## config.mk

```make
export PLATFORM = sky130hd
export DESIGN_NAME = vm_credit_accumulator
export DESIGN_NICKNAME = d
export VERILOG_FILES = /design/src/rtl/vm_credit_accumulator.sv
export SDC_FILE = /design/constraint.sdc
export NUM_CORES = 1
export LEC_CHECK = 0
export ABC_AREA = 0
export CAP_MARGIN = 10
export CORE_MARGIN = 3
export CORE_UTILIZATION = 49
export DETAILED_ROUTE_END_ITERATION = 8
export GPL_TIMING_DRIVEN = 0
export PLACE_DENSITY = 0.79
export SYNTH_ARGS = -nofsm -noshare
export SYNTH_HDL_FRONTEND = slang
export SYNTH_SLANG_ARGS = --single-unit
export TNS_END_PERCENT = 50
```

## constraint.sdc

```tcl
create_clock -name clk -period 4.7 [get_ports clk]
set_clock_uncertainty 0.15 [all_clocks]
set_input_delay 0.47 -clock clk [delete_from_list [all_inputs] [get_ports clk]]
set_output_delay 0.47 -clock clk [all_outputs]
set_load 0.02 [all_outputs]
```

## src/rtl/vm_credit_accumulator.sv

```systemverilog
// Vending-machine credit accumulator: sums coin pulses, settles purchases against the
// running balance and pays change back one coin per clock in a RETURN state.
module vm_credit_accumulator (
    input  logic       clk,
    input  logic       reset_n,
    input  logic [3:0] moneyin_pulse,
    input  logic       buy_req,
    input  logic [6:0] price,
    input  logic       ret_req,
    output logic [6:0] balance,
    output logic       coin_reject,
    output logic       buy_ok,
    output logic       buy_fail,
    output logic [3:0] change_out,
    output logic       ret_done,
    output logic       busy
);

    typedef enum logic {StIdle, StReturn} state_t;

    localparam logic [7:0] MaxCredit = 8'd99;

    state_t     state_q, state_d;
    logic [6:0] balance_q, balance_d;
    logic       coin_reject_q, coin_reject_d;
    logic       buy_ok_q, buy_ok_d;
    logic       buy_fail_q, buy_fail_d;
    logic [3:0] change_q, change_d;
    logic       ret_done_q, ret_done_d;

    logic [6:0] coin_sum;
    logic       coin_any;
    logic [6:0] bal_after_buy;
    logic [7:0] bal_with_coins;

    // Coin weights in 100-won units: 1, 5, 10, 50.
    always_comb begin
        coin_sum = 7'd0;
        if (moneyin_pulse[0]) coin_sum = coin_sum + 7'd1;
        if (moneyin_pulse[1]) coin_sum = coin_sum + 7'd5;
        if (moneyin_pulse[2]) coin_sum = coin_sum + 7'd10;
        if (moneyin_pulse[3]) coin_sum = coin_sum + 7'd50;
    end

    assign coin_any = |moneyin_pulse;

    always_comb begin
        state_d        = state_q;
        balance_d      = balance_q;
        coin_reject_d  = 1'b0;
        buy_ok_d       = 1'b0;
        buy_fail_d     = 1'b0;
        change_d       = 4'b0000;
        ret_done_d     = 1'b0;
        bal_after_buy  = balance_q;
        bal_with_coins = 8'd0;

        case (state_q)
            StIdle: begin
                if (ret_req) begin
                    // Return wins: anything else arriving this cycle is refused.
                    state_d       = StReturn;
                    buy_fail_d    = buy_req;
                    coin_reject_d = coin_any;
                end else begin
                    // Purchase is judged on the pre-insertion balance.
                    if (buy_req) begin
                        if (price <= balance_q) begin
                            bal_after_buy = balance_q - price;
                            buy_ok_d      = 1'b1;
                        end else begin
                            buy_fail_d = 1'b1;
                        end
                    end
                    bal_with_coins = {1'b0, bal_after_buy} + {1'b0, coin_sum};
                    if (coin_any && (bal_with_coins > MaxCredit)) begin
                        coin_reject_d = 1'b1;
                        balance_d     = bal_after_buy;
                    end else begin
                        balance_d = bal_with_coins[6:0];
                    end
                end
            end

            StReturn: begin
                coin_reject_d = coin_any;
                buy_fail_d    = buy_req;
                if (balance_q == 7'd0) begin
                    ret_done_d = 1'b1;
                    state_d    = StIdle;
                end else if (balance_q >= 7'd50) begin
                    change_d  = 4'b1000;
                    balance_d = balance_q - 7'd50;
                end else if (balance_q >= 7'd10) begin
                    change_d  = 4'b0100;
                    balance_d = balance_q - 7'd10;
                end else if (balance_q >= 7'd5) begin
                    change_d  = 4'b0010;
                    balance_d = balance_q - 7'd5;
                end else begin
                    change_d  = 4'b0001;
                    balance_d = balance_q - 7'd1;
                end
            end

            default: state_d = StIdle;
        endcase
    end

    always_ff @(posedge clk or negedge reset_n) begin
        if (!reset_n) begin
            state_q       <= StIdle;
            balance_q     <= 7'd0;
            coin_reject_q <= 1'b0;
            buy_ok_q      <= 1'b0;
            buy_fail_q    <= 1'b0;
            change_q      <= 4'b0000;
            ret_done_q    <= 1'b0;
        end else begin
            state_q       <= state_d;
            balance_q     <= balance_d;
            coin_reject_q <= coin_reject_d;
            buy_ok_q      <= buy_ok_d;
            buy_fail_q    <= buy_fail_d;
            change_q      <= change_d;
            ret_done_q    <= ret_done_d;
        end
    end

    assign balance     = balance_q;
    assign coin_reject = coin_reject_q;
    assign buy_ok      = buy_ok_q;
    assign buy_fail    = buy_fail_q;
    assign change_out  = change_q;
    assign ret_done    = ret_done_q;
    assign busy        = (state_q == StReturn);

endmodule

```

# After elaboration in Yosys (flattened, before gate mapping)
# Cells that the tools add are included.
[op_classes]
n_reduce_logical = 4
add_sub_neg = 9
n_bitwise = 1
n_eq_ne = 2
n_lt_le_gt_ge = 5
mux = 36
[op_table]
columns = ["op", "count"]
rows = [
  ["two-way mux 7 bit", 13],
  ["two-way mux 1 bit", 14],
  ["one-hot mux 7 bit (2 select lines)", 1],
  ["two-way mux 4 bit", 3],
  ["adder 7 x 7 -> 8 bit", 1],
  ["> comparator 8 x 7 -> 1 bit (second input constant)", 1],
  ["adder 7 x 3 -> 7 bit (second input constant)", 1],
  ["adder 7 x 4 -> 7 bit (second input constant)", 1],
  ["adder 7 x 6 -> 7 bit (second input constant)", 1],
  ["greater-or-equal comparator 7 x 3 -> 1 bit (second input constant)", 1],
  ["greater-or-equal comparator 7 x 4 -> 1 bit (second input constant)", 1],
  ["greater-or-equal comparator 7 x 6 -> 1 bit (second input constant)", 1],
  ["<= comparator 7 bit", 1],
  ["logical NOT 7 bit", 1],
  ["subtractor 7 x 1 -> 7 bit (second input constant)", 1],
  ["subtractor 7 x 3 -> 7 bit (second input constant)", 1],
  ["subtractor 7 x 4 -> 7 bit (second input constant)", 1],
  ["subtractor 7 x 6 -> 7 bit (second input constant)", 1],
  ["subtractor 7 bit", 1],
  ["one-hot mux 1 bit (2 select lines)", 3],
  ["inequality test 2 bit (second input constant)", 2],
  ["OR reduction 4 bit", 1],
  ["two-way mux 3 bit", 1],
  ["two-way mux 2 bit", 1],
  ["3 further kinds", 3],
]
[totals]
word_cells = 64
inputBits = 15
output_inout_bits = 16
register_bits = 16

# Longest topological paths before layout
# Gate-level depths: netlist of the first run.
[logic_depth]
ltp_word = 13
mapped_depth = 18
mapped_depth_nobuf = 17

# Least setup slack after synthesis of the first run
# OpenSTA, ideal clock, no wires.
[synth_timing]
kind = "reg-to-reg"
startpoint = "reg balance_q[1], in the netlist balance[1]"
endpoint = "reg balance_q[1], in the netlist balance[1]"
path_slack_ps = 328
setup_time_ps = 126
t_required_ps = 4424
arrival_ps = 4096
n_path_buf = 1
path_stages_with_launch = 17
path_cell_list = "dfrtp_1 > ha_1 > nor2b_1 > o31ai_1 > a21oi_1 > o21bai_4 > mux2i_1 > ha_1 > inv_1 > fa_1 > nand2b_1 > a21oi_2 > a2111oi_4 > a2111oi_4 > o31ai_4 > buf_6 > a311o_1"
[synth_between]
elab_chain_len = 11
elab_cells_between_ends = 26
[synth_lines]
columns = ["element", "line", "rtl"]
rows = [
  ["start: declaration", "24", "logic [6:0] balance_q, balance_d;"],
  ["start signal: assignment", "121", "balance_q <= balance_d;"],
  ["subtractor 7 bit or <= comparator 7 bit (tied branches)", "69, 68", ""],
  ["two-way mux 7 bit", "68", "if (price <= balance_q) begin"],
  ["two-way mux 7 bit", "67", "if (buy_req) begin"],
  ["two-way mux 7 bit", "60", "if (ret_req) begin"],
  ["two-way mux 7 bit", "58", "case (state_q)"],
  ["adder 7 x 7 -> 8 bit", "75", "bal_with_coins = {1'b0, bal_after_buy} + {1'b0, coin_sum};"],
  ["> comparator 8 x 7 -> 1 bit", "76", "if (coin_any && (bal_with_coins > MaxCredit)) begin"],
  ["logical AND 1 bit", "76", ""],
  ["two-way mux 7 bit", "76", ""],
  ["two-way mux 7 bit", "60", ""],
  ["one-hot mux 7 bit (2 select lines)", "58", ""],
]
# Parallel ways exist; a longest one is shown, timed or not. The select of a mux whose other input is x is not followed.
# A chain may end at the register's enable or synchronous reset.

# Worst setup path after layout of the first run
[layout_timing]
startpoint = "in price[2]"
endpoint = "reg balance_q[1], in the netlist balance[1]"
[layout_between]
elab_chain_len = 11
elab_cells_between_ends = 12
[layout_lines]
columns = ["element", "line", "rtl"]
rows = [
  ["start: declaration", "8", "input logic [6:0] price,"],
  ["subtractor 7 bit or <= comparator 7 bit (tied branches)", "69, 68", ""],
  ["two-way mux 7 bit (*)", "68", ""],
  ["two-way mux 7 bit (*)", "67", ""],
  ["two-way mux 7 bit (*)", "60", ""],
  ["two-way mux 7 bit (*)", "58", ""],
  ["adder 7 x 7 -> 8 bit", "75", ""],
  ["> comparator 8 x 7 -> 1 bit", "76", ""],
  ["logical AND 1 bit", "76", ""],
  ["two-way mux 7 bit (*)", "76", ""],
  ["two-way mux 7 bit (*)", "60", ""],
  ["one-hot mux 7 bit (2 select lines) (*)", "58", ""],
]
# Every way passes the cells marked *; elsewhere a longest branch is shown, timed or not. The select of a mux whose other input is x is not followed.

==> run metrics, run 1 <==
Synth area leaders sky130_fd_sc_hd__dfrtp_1 (19%), sky130_fd_sc_hd__ha_1 (17%), sky130_fd_sc_hd__nor2_1 (5.0%), sky130_fd_sc_hd__o21ai_0 (3.8%), sky130_fd_sc_hd__inv_1 (3.4%); share of the yosys chip area belonging to registers 19.2%; clock transition at the registers of the reported paths 0.07 ns; fillcell total 364; post-detailed-route count of antenna-violating nets 0; worst path required time 4.68 ns; cells traversed along the worst timing path clkdlybuf4s50_1 > inv_1 > ha_2 > nand4_1 > o21ai_0 > o21bai_4 > buf_6 > mux2_2 > fa_2 > nand2b_1 > a21oi_4 > a2111oi_4 > a2111oi_4 > o31ai_4 > buf_6 > buf_1 > a311o_1; total instance count after detailed placement 328; relative area change from synthesis to final layout 24.5%; cell family with the largest share of critical-path delay compound AO/OA/AOI/OAI gates; width of the die 71.3 um; average wire per cell in the routed design 16.5 um; Primary FF master, synth sky130_fd_sc_hd__dfrtp_1; total length of routed wires 5.63 mm; CTS tree done; count of buffer and inverter cells on the critical path 5; share of post-route cells with drive strength above 1 13.7%; detailed-placement wirelength estimate 4.25 mm; Post-layout nets 337; number of max-slew violations in the final report 0; Cell Area, Placed 2440 um2; CTS max path bufs 2; number of DRC violations after detailed-routing iteration 0 274; Post-synth EDFFs 0; remaining design rule violation count 0; number of antenna violations at the first check in global routing 0; unrepaired setup endpoints after global routing no; routed via count divided by cell count 6.15; root buffer cell sky130_fd_sc_hd__clkbuf_8; flip-flop and latch count after synthesis 16; flip-flop and latch area 402 um2; max_slew headroom 46.9%; classification of the worst setup path primary input to flop; Final Total Pwr 2.16 mW; Synth area leader sky130_fd_sc_hd__dfrtp_1; kind of launch point of the worst setup path primary input; ratio of total power to cell area 831 nW/um2; wire length of the first global-routing pass 9.29 mm; via count of the first global-routing pass 1976; CTS Hold Bufs 0; VDD IR max 512 uV; max-cap violations 0; top-level I/O count 31; 1st-pass router iterations 5; Worst-Margin Slew 0.795 ns; routability congestion estimate 0.915; synthesized cell area 2090 um2; initial core utilization 51.5%; synthesized area divided by synthesized cell count 8.39 um2; Multi-input gate area 1610 um2; highest fanout seen on the critical path 6; Crit-path slowest cell sky130_fd_sc_hd__clkdlybuf4s50_1; post-synth cell types 59; non-filler cells, final 341; via count 2097; GR Overflow Total 0; gate count of the mapped netlist 249; most numerous cell types in the synthesized netlist sky130_fd_sc_hd__ha_1 (28), sky130_fd_sc_hd__nor2_1 (28), sky130_fd_sc_hd__inv_1 (19); antenna diode instance count 0; Final period util 95.7%; number of logic stages on the critical path including buffering 17; final hold viol count 0; Leakage Power 1.10 nW; net count of the mapped netlist 294; Crit path arrival time 4.48 ns; post-route minimum period 4.50 ns; result of the run complete, no violations; area of all placed cells without fillers 2600 um2; TritonCTS sink count 16; Overall Global Routing Usage 22.6%; die height 71.3 um; clock network latency to the later pin of the worst-skew pair 0.25 ns; quantity of I/O buffers inserted on ports 29; Core ar. 4060 um2; fraction of post-synthesis cell area in the top cell type by area 19.2%; TritonCTS Buffers 3; type of destination of the critical path flop; Synth async-reset ratio 100%; Final setup violation count 0; type of the most critical hold path primary input to async pin; maximum operating frequency 0.222 GHz; post-layout util 64.1%; number of cells traversed by the worst register-to-register path 17; largest net degree at the start of global routing 17; DIE AREA 5080 um2; FP Rows 23; H-tree lvl count 1; maximum cell stage delay along the critical path 0.45 ns; Synth warnings 0
-- final cells by class --
cell class,instances,area share (%)
inverter,19,2.74
clock buffer,4,2.12
tap,50,2.41
multi-input combinational,206,62.0
buffer,8,1.54
sequential,16,15.4
timing repair buffer,38,13.7
-- through the flow --
stage                     setup slack [ns]  setup TNS, ns  hold WS (ns)
after floorplan                      0.328              0        0.0244
after detailed placement            -0.830          -5.72         0.557
after CTS                            0.137              0         0.542
after global routing               0.00821              0         0.567
final                                0.203              0         0.526
after global placement              -0.643          -4.20         0.547
-- logic make-up after synthesis --
family	Yosys count	synth area share, %
buffers and inverters	27	5.33
adders and majority gates	30	18.7
and+or+nand+nor	78	18.0
AOI/OAI and AO/OA	82	31.3
DFF	16	19.2
xor gates and xnor gates	7	2.94
muxes	9	4.55
-- flip-flops by register name, indices dropped and copies added, names as in the netlist --
signal / count
balance: 7
busy: 1
buy_fail: 1
buy_ok: 1
change_out: 4
coin_reject: 1
ret_done: 1
-- what timing repair did --
action,CTS,global route
setup buffers,8,1
gates resized for setup,9,3
setup endpoints to repair,8,7
pin swaps,7,3
-- path summary, 6_finish.rpt --
kind,slack [ns],startpoint,end
worst max register to register,0.21,balance[2]$_DFFE_PN0P_,balance[1]$_DFFE_PN0P_
max in group asynchronous,3.33,reset_n,balance[1]$_DFFE_PN0P_
worst min-delay path,0.53,reset_n,busy$_DFF_PN0_
min in group clk,0.58,balance[6]$_DFFE_PN0P_,ret_done$_DFF_PN0_
worst max-delay path,0.20,price[2],balance[1]$_DFFE_PN0P_
worst min register to register,0.58,balance[6]$_DFFE_PN0P_,ret_done$_DFF_PN0_
-- routing by layer --
layer  share of wire, %  GRT usage [%]  routed length (um)  up-vias
met5                  0              0                   0        -
li1                   -              -                   -     1008
met4                2.5           6.89                 142        0
met1                 42           29.6                2370      967
met3                7.7           2.52                 436       15
met2                 48           39.1                2690      107
-- power by group --
group,leakage [nW],internal [mW],switching [mW],total (mW)
Sequential,0.192,0.190,0.0735,0.263
Combinational,0.884,0.789,0.981,1.77
Clock,0.0288,0.0745,0.0516,0.126
-- placed cells by master, fill, tap and decap left out, types with 3 or more instances in the layout --
master                            Yosys  layout
sky130_fd_sc_hd__nor2_1              28      28
sky130_fd_sc_hd__clkdlybuf4s50_1      0      28
sky130_fd_sc_hd__ha_1                28      26
sky130_fd_sc_hd__inv_1               19      18
sky130_fd_sc_hd__o21ai_0             16      16
sky130_fd_sc_hd__dfrtp_1             16      15
sky130_fd_sc_hd__nand2_1             12      12
sky130_fd_sc_hd__a21oi_1             12      11
sky130_fd_sc_hd__nor3_1               8       8
sky130_fd_sc_hd__buf_4                0       7
sky130_fd_sc_hd__nor2b_1              6       6
sky130_fd_sc_hd__o21a_1               6       6
sky130_fd_sc_hd__clkbuf_1             5       5
sky130_fd_sc_hd__xnor2_1              5       5
sky130_fd_sc_hd__mux2_2               4       4
sky130_fd_sc_hd__and3_1               4       4
sky130_fd_sc_hd__nand2b_1             4       4
sky130_fd_sc_hd__mux2i_1              5       4
sky130_fd_sc_hd__nand3_1              4       4
sky130_fd_sc_hd__o221ai_1             4       4
sky130_fd_sc_hd__clkbuf_8             0       4
sky130_fd_sc_hd__o311ai_1             3       3
sky130_fd_sc_hd__a211oi_1             3       3
No activity file was read; power rests on OpenSTA's default activity.
==> run 2, diff against run 1 <==
Settings changed: SETUP_SLACK_MARGIN from default to 0.3.
==> run 2 against run 1 <==
Against the previous run: first-iteration DRC count shrank 23%; global-route usage grew 0.18 points; design area grew 9.1%; non-clock buffer count grew 12; flip-flop and latch count is the same; final cell count grew 3.5%; combinational power grew 18%; clock power is essentially flat; fmax grew 4.0%; register-to-register slack gained 0.20 ns; power grew 15%; largest cell class unchanged.
==> run metrics, run 2 (synthesized netlist as in run 1, its figures left out) <==
Overall Global Routing Usage 22.8% (+0.18 points); Final Total Pwr 2.48 mW (+15%); VDD IR max 519 uV (+1.4%); quantity of I/O buffers inserted on ports 29 (unchanged); number of logic stages on the critical path including buffering 18 (+1); Setup TNS 0 ns (unchanged); TritonCTS Buffers 3 (unchanged); clock transition at the registers of the reported paths 0.07 ns (about the same); type of destination of the critical path flop; CTS tree done; type of the most critical hold path primary input to async pin; Leakage Power 1.21 nW (+9.4%); cells traversed along the worst timing path clkdlybuf4s50_1 > inv_1 > ha_1 > nand4_1 > o21ai_2 > o21bai_4 > mux2i_4 > ha_2 > inv_2 > fa_2 > nand2b_4 > a21oi_4 > a2111oi_4 > a2111oi_4 > o31ai_4 > buf_6 > buf_2 > a311o_1; routed via count divided by cell count 6.26 (+1.8%); top-level I/O count 31 (unchanged); Crit-path slowest cell sky130_fd_sc_hd__a2111oi_4; most utilized layer in the global route result met2; kind of launch point of the worst setup path primary input; root buffer cell sky130_fd_sc_hd__clkbuf_8; CTS Hold Bufs 0 (unchanged); H-tree lvl count 1 (unchanged); maximum operating frequency 0.231 GHz (+4.0%); met2 Track Usage GR 40.1% (+1.0 points); antenna diode instance count 0 (unchanged); width of the die 71.3 um (unchanged); number of antenna violations at the first check in global routing 0 (unchanged); worst path required time 4.69 ns (about the same); cell mode on critical path sky130_fd_sc_hd__a2111oi_4; relative area change from synthesis to final layout 35.9%; average wire per cell in the routed design 17.7 um (+7.3%); Core ar. 4060 um2 (unchanged); clock network latency to the later pin of the worst-skew pair 0.25 ns (about the same); Final setup violation count 0 (unchanged); Post-layout nets 349 (+3.6%); GR Overflow Total 0 (unchanged); routability congestion estimate 0.915 (unchanged); FP Rows 23 (unchanged); die height 71.3 um (unchanged); share of post-route cells with drive strength above 1 24.4% (+11 points); number of DRC violations after detailed-routing iteration 0 210 (-23%); final hold viol count 0 (unchanged); leading cell type in the layout, fill and taps excluded sky130_fd_sc_hd__nor2_1; classification of the worst setup path primary input to flop; post-route minimum period 4.33 ns (-0.171 ns); flip-flop count of the largest register, all copies and words added 7 (unchanged); Final period util 92.0% (-3.6 points); 1st-pass router iterations 5 (unchanged); ratio of total power to cell area 875 nW/um2 (+5.3%); largest net degree at the start of global routing 17 (unchanged); count of buffer and inverter cells on the critical path 5 (unchanged); remaining design rule violation count 0 (unchanged); max-cap violations 0 (unchanged); TritonCTS sink count 16 (unchanged); post-detailed-route count of antenna-violating nets 0 (unchanged); detailed-placement wirelength estimate 4.25 mm (unchanged); cell family with the largest share of critical-path delay compound AO/OA/AOI/OAI gates; max_slew headroom 47.4% (+0.51 points); via count 2210 (+5.4%); DIE AREA 5080 um2 (unchanged); unrepaired setup endpoints after global routing no; total length of routed wires 6.25 mm (+11%); Worst-Margin Slew 0.787 ns (-0.00757 ns); highest fanout seen on the critical path 6 (unchanged); maximum cell stage delay along the critical path 0.48 ns (+0.03 ns); met1 usage in global routing 29.8% (+0.18 points); via count of the first global-routing pass 1980 (+0.20%); number of max-slew violations in the final report 0 (unchanged); wire length of the first global-routing pass 9.34 mm (+0.52%); met3 usage 2.24% (-0.28 points); Crit path arrival time 4.31 ns (-0.17 ns); CTS max path bufs 2 (unchanged); number of cells traversed by the worst register-to-register path 17 (unchanged); result of the run complete, no violations; initial core utilization 51.5% (unchanged); commonest non-fill, non-tap cells in the layout sky130_fd_sc_hd__nor2_1 (27), sky130_fd_sc_hd__clkdlybuf4s50_1 (25), sky130_fd_sc_hd__ha_1 (22)
## run 2: changes by cell type in the layout (fill, tap and decap cells not counted), moves of 3 or more
| cell | before | now |
|---|---|---|
| sky130_fd_sc_hd__clkdlybuf4s50_1 | 28 | 25 |
| sky130_fd_sc_hd__o21ai_0 | 16 | 12 |
| sky130_fd_sc_hd__inv_2 | 1 | 4 |
| sky130_fd_sc_hd__ha_1 | 26 | 22 |
| sky130_fd_sc_hd__ha_4 | 0 | 4 |
| sky130_fd_sc_hd__buf_4 | 7 | 17 |
| sky130_fd_sc_hd__dlymetal6s2s_1 | 0 | 3 |
| sky130_fd_sc_hd__inv_1 | 18 | 15 |
## run 2: what timing repair did
| item | in CTS | in global routing |
|---|---|---|
| endpoints found under the setup margin | 8 | 8 |
| endpoints found under the hold margin | 0 | 0 |
| pin swaps | 7 | 16 |
| buffers inserted | 9 | 12 |
| gates resized for setup | 20 | 30 |
## run 2: routing by layer
| metal | part of all wire [%] | wire length [um] |
|---|---|---|
| met1 | 42 | 2630 |
| met2 | 50 | 3110 |
| met3 | 5.2 | 326 |
| met4 | 3.0 | 186 |
| met5 | 0 | 0 |
## run 2: report_power, final
group	switching, mW	internal, mW
logic	1.11	0.981
clock network	0.0529	0.0745
registers	0.0691	0.192
total	1.24	1.25
## run 2: area by class of cell
| class | instances | area (um2) |
|---|---|---|
| buffer | 8 | 40.0 |
| clock buffer | 4 | 55.1 |
| fill | 321 | 1220 |
| inverter | 19 | 71.3 |
| multi-input combinational | 206 | 1750 |
| sequential | 16 | 404 |
| tap | 50 | 62.6 |
| timing repair buffer | 50 | 459 |
## run 2: path summary, 6_finish.rpt
kind | to | start | slack (ns)
worst max register to register | balance[1]$_DFFE_PN0P_ | balance[2]$_DFFE_PN0P_ | 0.41
min in group clk | balance[0]$_DFFE_PN0P_ | balance[0]$_DFFE_PN0P_ | 0.57
worst min-delay path | ret_done$_DFF_PN0_ | reset_n | 0.52
worst min register to register | balance[0]$_DFFE_PN0P_ | balance[0]$_DFFE_PN0P_ | 0.57
max in group asynchronous | balance[0]$_DFFE_PN0P_ | reset_n | 3.34
worst max-delay path | balance[1]$_DFFE_PN0P_ | price[5] | 0.37
## run 2: per-stage QoR
| step | std cells | setup WS [ns] | instance area [um2] | hold slack (ns) | util, % |
|---|---|---|---|---|---|
| after floorplan | 249 | 0.328 | 2090 | 0.0244 | - |
| after global placement | 328 | -0.643 | 2440 | 0.547 | 60.2 |
| after detailed placement | 328 | -0.830 | 2440 | 0.557 | 60.2 |
| after CTS | 341 | 0.304 | 2640 | 0.541 | 65.0 |
| after global routing | 353 | 0.279 | 2840 | 0.564 | 69.9 |
| final | 353 | 0.374 | 2840 | 0.522 | 69.9 |
==> run 3, diff against run 2 <==
Settings changed: CORE_ASPECT_RATIO from default to 1.75.
==> run 3 against run 2 <==
Against the previous run: clock-buffer cell count shrank 1; highest routed layer unchanged; sequential power is 2% higher; non-clock buffer count up 3; global-route usage is 0.90 points higher; first-iteration DRC count down 57%; worst setup slack lost 0.017 ns; fmax decreased by 0.40%; flip-flop and latch count unchanged; die area grew 0.62%.
==> run metrics, run 3 (synthesized netlist as in run 1, its figures left out) <==
result of the run complete, no violations; Overall Global Routing Usage 23.7% (+0.90 points); highest fanout seen on the critical path 5 (-1); area of all placed cells without fillers 2820 um2 (-0.62%); antenna diode instance count 0 (unchanged); average wire per cell in the routed design 18.4 um (+3.7%); GR Overflow Total 0 (unchanged); Crit path arrival time 4.38 ns (+0.07 ns); unrepaired setup endpoints after global routing no; largest net degree at the start of global routing 17 (unchanged); routed via count divided by cell count 6.36 (+1.6%); TritonCTS Buffers 3 (unchanged); number of max-slew violations in the final report 0 (unchanged); via count of the first global-routing pass 2185 (+10%); flip-flop count of the largest register, all copies and words added 7 (unchanged); leading cell type in the layout, fill and taps excluded sky130_fd_sc_hd__nor2_1; wire length of the first global-routing pass 9.78 mm (+4.7%); DP Worst Slack -0.697 ns (+0.133 ns); initial core utilization 52.5% (+1.0 points); classification of the worst setup path primary input to flop; max_slew headroom 48.7% (+1.3 points); Final period util 92.4% (+0.37 points); DIE AREA 5110 um2 (+0.62%); worst hold path stage count 1; top-level I/O count 31 (unchanged); H-tree lvl count 1 (unchanged); width of the die 55.4 um (-22%); die height 92.4 um (+30%); number of DRC violations after detailed-routing iteration 0 90 (-57%); final hold viol count 0 (unchanged); post-detailed-route count of antenna-violating nets 0 (unchanged); maximum operating frequency 0.230 GHz (-0.40%); Final setup violation count 0 (unchanged); type of destination of the critical path flop; share of post-route cells with drive strength above 1 24.3% (-0.16 points); clock network latency to the later pin of the worst-skew pair 0.26 ns (about the same); Cell Area, Placed 2440 um2 (-0.10%); total instance count after detailed placement 326 (-0.61%); via count 2245 (+1.6%); clock transition at the registers of the reported paths 0.07 ns (about the same); Leakage Power 1.22 nW (+0.73%); worst path required time 4.73 ns (+0.04 ns); Post-layout nets 352 (+0.86%); crit path setup slack, layout 0.357 ns (-0.0172 ns); Worst-Margin Slew 0.767 ns (-0.0199 ns); number of cells traversed by the worst register-to-register path 18 (+1); 1st-pass router iterations 5 (unchanged); total length of routed wires 6.48 mm (+3.7%); CTS tree done; quantity of I/O buffers inserted on ports 29 (unchanged); relative area change from synthesis to final layout 35.1%; CTS Hold Bufs 0 (unchanged); ratio of total power to cell area 859 nW/um2 (-1.8%); detailed-placement wirelength estimate 4.43 mm (+4.1%); root buffer cell sky130_fd_sc_hd__clkbuf_8; type of the most critical hold path flop to flop; kind of launch point of the worst setup path primary input; commonest non-fill, non-tap cells in the layout sky130_fd_sc_hd__nor2_1 (28), sky130_fd_sc_hd__clkdlybuf4s50_1 (25), sky130_fd_sc_hd__buf_4 (24); TritonCTS sink count 16 (unchanged); non-filler cells, final 353 (unchanged); FP Rows 30 (+30%); remaining design rule violation count 0 (unchanged); max-cap violations 0 (unchanged); CTS max path bufs 2 (unchanged); tightest hold margin 0.504 ns (-0.0183 ns); Core ar. 3980 um2 (-1.9%); number of antenna violations at the first check in global routing 0 (unchanged); post-route minimum period 4.34 ns (+0.0172 ns); VDD IR max 547 uV (+5.4%); routability congestion estimate 0.866 (-5.3%)
run 3: cell types whose count changed in the layout (fill, tap and decap cells not counted), moves of 2 or more:
cell,before,now
sky130_fd_sc_hd__ha_4,4,6
sky130_fd_sc_hd__buf_6,4,1
sky130_fd_sc_hd__buf_2,4,2
sky130_fd_sc_hd__a21oi_2,0,2
sky130_fd_sc_hd__mux2i_1,2,4
sky130_fd_sc_hd__buf_4,17,24
run 3: power by group:
group	leakage, nW	internal [mW]	switching, mW
combinational	1.01	0.965	1.08
sequential	0.190	0.192	0.0744
clock	0.0216	0.0571	0.0529
run 3: path summary, 6_finish.rpt:
path | startpoint | to | slack [ns]
worst min register to register | balance[0]$_DFFE_PN0P_ | balance[0]$_DFFE_PN0P_ | 0.50
max in group asynchronous | reset_n | balance[1]$_DFFE_PN0P_ | 3.36
worst max register to register | balance[2]$_DFFE_PN0P_ | balance[6]$_DFFE_PN0P_ | 0.42
worst max-delay path | price[4] | balance[6]$_DFFE_PN0P_ | 0.36
worst min-delay path | balance[0]$_DFFE_PN0P_ | balance[0]$_DFFE_PN0P_ | 0.50
min in group asynchronous | reset_n | ret_done$_DFF_PN0_ | 0.51
run 3: critical path, stage by stage:
cell                              delay (ns)
sky130_fd_sc_hd__clkdlybuf4s50_1        0.45
sky130_fd_sc_hd__inv_1                  0.07
sky130_fd_sc_hd__ha_4                   0.30
sky130_fd_sc_hd__nand4_1                0.16
sky130_fd_sc_hd__o21ai_2                0.25
sky130_fd_sc_hd__o21bai_4               0.11
sky130_fd_sc_hd__mux2i_2                0.23
sky130_fd_sc_hd__ha_2                   0.24
sky130_fd_sc_hd__inv_2                  0.04
sky130_fd_sc_hd__fa_2                   0.36
sky130_fd_sc_hd__nand2b_4               0.15
sky130_fd_sc_hd__a21oi_4                0.22
sky130_fd_sc_hd__a2111oi_4              0.12
sky130_fd_sc_hd__a2111oi_4              0.47
sky130_fd_sc_hd__o31ai_4                0.14
sky130_fd_sc_hd__buf_4                  0.16
sky130_fd_sc_hd__buf_6                  0.12
sky130_fd_sc_hd__o21a_1                 0.18
sky130_fd_sc_hd__a21oi_2                0.14
run 3: per-layer routing:
layer | GRT usage [%] | up-vias | part of all wire (%)
met5 | 0 | - | 0
met3 | 2.65 | 32 | 4.5
met2 | 45.1 | 103 | 55
li1 | - | 1035 | -
met1 | 23.7 | 1075 | 35
met4 | 14.8 | 0 | 5.8
run 3: area by class of cell:
cell class                      instances  area, um2
Multi-Input combinational cell        206       1730
Fill cell                             324       1160
Timing Repair Buffer                   53        473
Sequential cell                        16        404
Inverter                               19       71.3
Tap cell                               48       60.1
Clock buffer                            3       41.3
Buffer                                  8       40.0
run 3: repair_timing:
action | 4_1_cts | 5_1_grt
pin swaps | 9 | 21
buffers inserted | 10 | 13
gates resized for setup | 15 | 26
cloned | 1 | 0
endpoints found under the setup margin | 8 | 8
endpoints found under the hold margin | 0 | 0
run 3: metrics by stage:
| stage | power (mW) | TNS, ns | utilization (%) |
|---|---|---|---|
| 6_report | 2.42 | 0 | 70.9 |
| 2_1_floorplan | 1.45 | 0 | - |
| 3_3_place_gp | 1.81 | -4.07 | 61.3 |
| 3_5_place_dp | 1.84 | -4.75 | 61.3 |
| 4_1_cts | 2.15 | 0 | 65.9 |
| 5_1_grt | 2.58 | 0 | 70.9 |
==> variant 1, RTL diff (flow settings as in run 3) <==
The output `buy_fail` loses its register stage (`buy_fail_q` becomes a continuous assignment).
--- a/src/rtl/vm_credit_accumulator.sv
+++ b/src/rtl/vm_credit_accumulator.sv
@@ -113,7 +113,6 @@
             balance_q     <= 7'd0;
             coin_reject_q <= 1'b0;
             buy_ok_q      <= 1'b0;
-            buy_fail_q    <= 1'b0;
             change_q      <= 4'b0000;
             ret_done_q    <= 1'b0;
         end else begin
@@ -121,11 +120,12 @@
             balance_q     <= balance_d;
             coin_reject_q <= coin_reject_d;
             buy_ok_q      <= buy_ok_d;
-            buy_fail_q    <= buy_fail_d;
             change_q      <= change_d;
             ret_done_q    <= ret_done_d;
         end
     end
+
+    assign buy_fail_q = buy_fail_d;
 
     assign balance     = balance_q;
     assign coin_reject = coin_reject_q;
Check against the original RTL: not equivalent (a bounded check fails within 4 cycles, from zero or initial values and one cycle with reset_n low).
==> variant 1 against run 3 <==
Setup slack improved by 0.85 ps. Cell area up 12%. Count of clock-buffer cells in the layout stayed put. Area after synthesis is 4.1% higher. Maximum frequency hardly changed. Global-route usage up 2.6 points. Wire length is 20% higher. Sequential cell count is 1 lower. Critical path type is now flip-flop to flip-flop.
Power is left out: the tool's default activity adds up to more than one toggle a clock period on the data nets, which glitch-free logic cannot reach.
==> variant 1: results (changes against run 3) <==
Slowest CP cell -> dfrtp_2
CP max FO -> 6 (+1)
Endpoint of the worst register-to-register path -> balance[4]$_DFFE_PN0P_
Gpl congestion -> 0.910 (+5.1%)
CTS clk-pin slew, worst paths -> 70 ps (about the same)
DP HPWL -> 4.92 mm (+11%)
Max reg flops -> 7 (unchanged)
Global Route Usage Sum -> 26.3% (+2.6 points)
Via Count -> 2,565 (+14%)
Reg-to-reg slack, setup -> 360 ps (-60 ps)
CP Data Arrival Time -> 4330 ps (-50 ps)
Synth cell types -> 56 (-5.1%)
H-tree depth -> 1 (unchanged)
Largest stage delay, worst path -> 460 ps
Clk_lat worst skew -> 250 ps
Number of global-route vias before repair -> 2,514 (+15%)
Synth top cells by count -> nor2_1 (30), ha_1 (28), o21ai_0 (28)
Drt total wl -> 7.80 mm (+20%)
Largest net degree at the start of global routing -> 16 (-1)
Yosys warns -> 0 (unchanged)
Min-delay worst type -> input pin to asynchronous set/reset pin
Drt initial violations -> 187 (+110%)
Clock buffer count from CTS -> 3 (unchanged)
Layout cell share with drive strength beyond 1 -> 28.2% (+3.9 points)
Initial DRT Pass Iterations -> 5 (unchanged)
NumNets Final -> 387 (+9.9%)
Initial antenna violation count -> 0 (unchanged)
CP endpoint kind -> flip-flop
Primary FF master, synth -> dfrtp_1
First-pass GRT wire length -> 11.1 mm (+13%)
Worst Reg-to-Reg Cells -> 17 (-1)
Syn_nets -> 322 (+9.5%)
Slew @ Worst Pin -> 819 ps (+51.7 ps)
Outcome -> finished, final reports clean
Synth area leaders -> dfrtp_1 (17%), ha_1 (16%), o21ai_0 (6.4%), nor2_1 (5.2%), a21oi_1 (4.8%)
Register area share after synthesis -> 17.3% (-1.9 points)
Critical Path Start -> balance[1]$_DFFE_PN0P_
variant 1: stage by stage:
stage	std cells	setup slack [ps]	area, um^2	hold slack [ps]	util (%)
3_3_place_gp	355	-673	2550	536	60.3
6_report	390	358	3150	484	74.4
4_1_cts	378	300	2910	515	68.9
3_5_place_dp	355	-760	2550	544	60.3
5_1_grt	390	279	3150	544	74.4
2_1_floorplan	277	328	2200	24.4	-
variant 1: how the worst min path moves through the flow:
stage,depth (start not counted),slack [ps],end
6_report,1,480,buy_ok$_DFF_PN0_
5_1_grt,1,540,balance[6]$_DFFE_PN0P_
4_1_cts,1,520,buy_ok$_DFF_PN0_
3_5_place_dp,1,540,balance[1]$_DFFE_PN0P_
3_3_place_gp,2,540,ret_done$_DFF_PN0_
2_1_floorplan,0,20,balance[0]$_DFFE_PN0P_
variant 1: layer usage:
| metal | vias to the layer above | wire length [um] | global-route usage (%) |
|---|---|---|---|
| met1 | 1197 | 2570 | 23.9 |
| met2 | 173 | 4230 | 52.8 |
| met5 | - | 0 | 0 |
| met4 | 0 | 548 | 17.8 |
| met3 | 61 | 455 | 2.20 |
| li1 | 1134 | - | - |
variant 1: timing repair:
action / in CTS / in global routing
buffers inserted: 19 / 12
pin swaps: 19 / 26
resized for setup: 28 / 42
setup endpoints to repair: 8 / 8
variant 1: final cells by class:
type	instances	area, um^2
timing repair buffer	60	533
fill	284	1080
inverter	22	85.1
clock buffer	3	41.3
sequential	15	378
clock inverter	1	5.00
buffer	9	56.3
multi-input combinational	231	1990
tap	49	61.3
variant 1: worst register-to-register path, stage by stage, from the launching register on:
cell,delay (ps)
dfrtp_2,460
ha_4,240
nor2b_4,130
o31a_1,320
buf_4,170
o31a_1,300
a21oi_2,200
o21ai_2,100
ha_2,200
inv_2,60
fa_2,230
nand2b_4,170
a21oi_4,80
o311a_4,330
nor4_4,260
a31oi_4,150
mux2_4,320
a221o_1,360
variant 1: logic make-up after synthesis:
logic type               count (synthesis)  synth area share (%)
AND/OR/NAND/NOR                         85                  20.0
adder cells (fa/ha/maj)                 30                  18.0
buffers and inverters                   31                  6.10
AO/OA/AOI/OAI                           96                  29.7
XOR/XNOR                                 9                  3.63
flip-flops                              15                  17.3
multiplexers                            11                  5.41
==> variant 2, RTL diff (settings of run 3) <==
Made on the original files. Change the localparam `MaxCredit` from 8'd99 to 8'd64.
--- a/src/rtl/vm_credit_accumulator.sv
+++ b/src/rtl/vm_credit_accumulator.sv
@@ -18,7 +18,7 @@
 
     typedef enum logic {StIdle, StReturn} state_t;
 
-    localparam logic [7:0] MaxCredit = 8'd99;
+    localparam logic [7:0] MaxCredit = 8'd64;
 
     state_t     state_q, state_d;
     logic [6:0] balance_q, balance_d;
Check against the original RTL: not equivalent (Yosys sat finds a counterexample within 4 cycles, from zero or initial values and one cycle with reset_n low).
==> variant 2 against run 3 <==
Area after synthesis grew 6.1%. Setup slack got worse by 200 ps. Final cell count up 9.1%. Power rose by 12%. Sequential cell count unchanged. Sequential power rose by 2%. Cell area is 9.4% higher. Wire length rose by 17%. Critical path type unchanged.
==> variant 2: results (changes against run 3) <==
Global Route Usage Sum -> 25.7% (+2.0 points)
Mux cell area share after synthesis -> 8.53% (+4.0 points)
First-pass GRT wire length -> 11.0 mm (+13%)
Slowest CP cell -> clkdlybuf4s50_1
Gpl congestion -> 0.939 (+8.4%)
Fin util -> 72.3% (+1.4 points)
Min-delay worst type -> input pin to asynchronous set/reset pin
Via Count -> 2,569 (+14%)
Endpoint of the worst register-to-register path -> balance[4]$_DFFE_PN0P_
Outcome -> finished, final reports clean
Critical Path Start -> price[3]
Adder and majority gate portion of the synthesized area -> 17.6% (-1.1 points)
Register area share after synthesis -> 18.1% (-1.1 points)
Drt initial violations -> 164 (+82%)
Worst Reg-to-Reg Cells -> 14 (-4)
Final non-filler cell total -> 385 (+9.1%)
Period utilization -> 96.6% (+4.2 points)
Synth Area in Compound Gates -> 24.7% (-6.5 points)
Post-place instance area -> 0.00257 mm^2 (+5.4%)
Placed Instances -> 357 (+9.5%)
Initial DRT Pass Iterations -> 5 (unchanged)
Peak supply drop -> 0.647 mV (+18%)
P_leak -> 1.31 nW (+7.6%)
Number of global-route vias before repair -> 2,388 (+9.3%)
Synth Area in XOR/XNOR -> 3.16% (+0.23 points)
Syn_nets -> 325 (+11%)
Reg-to-Reg Start -> balance[0]$_DFFE_PN0P_
DP HPWL -> 4.82 mm (+8.8%)
Fillers -> 313 (-3.4%)
Synth area leaders -> dfrtp_1 (18%), ha_1 (16%), a21oi_1 (5.4%), mux2i_1 (5.0%), o21ai_0 (4.7%)
Total power -> 2.72 mW (+12%)
CP max FO -> 6 (+1)
Worst relative slew slack -> 28.9% (-20 points)
Routed met3 length -> 487 um (+67%)
CP Data Arrival Time -> 4520 ps (+140 ps)
Sequential power share -> 10.0% (-1.0 points)
DR WL/cell -> 19.8 um (+7.7%)
Layout cell share with drive strength beyond 1 -> 25.9% (+1.6 points)
Synth top cells by count -> ha_1 (28), nor2_1 (27), a21oi_1 (24)
Setup slack at placement -> -603 ps (+94.2 ps)
Mapped Cells -> 280 (+12%)
Met2 wire len -> 3.93 mm (+11%)
Port-buffer cells -> 28 (-3.4%)
Metal1 wirelength -> 2.59 mm (+14%)
Combinational Power -> 2.32 mW (+13%)
-- variant 2: cell count changes after synthesis, sizes merged, moves of 4 or more --
cell   delta
o21a      -4
nor3      +5
nor2b     +5
o21ai     +4
mux2i     +6
nand2     +4
a21oi    +12
-- variant 2: layout make-up --
| type | count | share of cell area, % |
|---|---|---|
| multi-input combinational | 232 | 63.3 |
| sequential | 16 | 13.1 |
| inverter | 22 | 3.00 |
| buffer | 10 | 1.74 |
| clock buffer | 4 | 1.78 |
| tap | 49 | 1.99 |
| timing repair buffer | 52 | 15.1 |
-- variant 2: timing repair --
item                       CTS  global route
setup endpoints to repair    8             7
resized for setup           41            20
pin swaps                   21            15
buffers inserted            10            14
-- variant 2: routing by layer --
layer | global-route usage, % | up-vias
met2 | 49.3 | 168
met1 | 25.6 | 1204
li1 | - | 1136
met3 | 3.01 | 61
met4 | 15.5 | 0
met5 | 0 | -
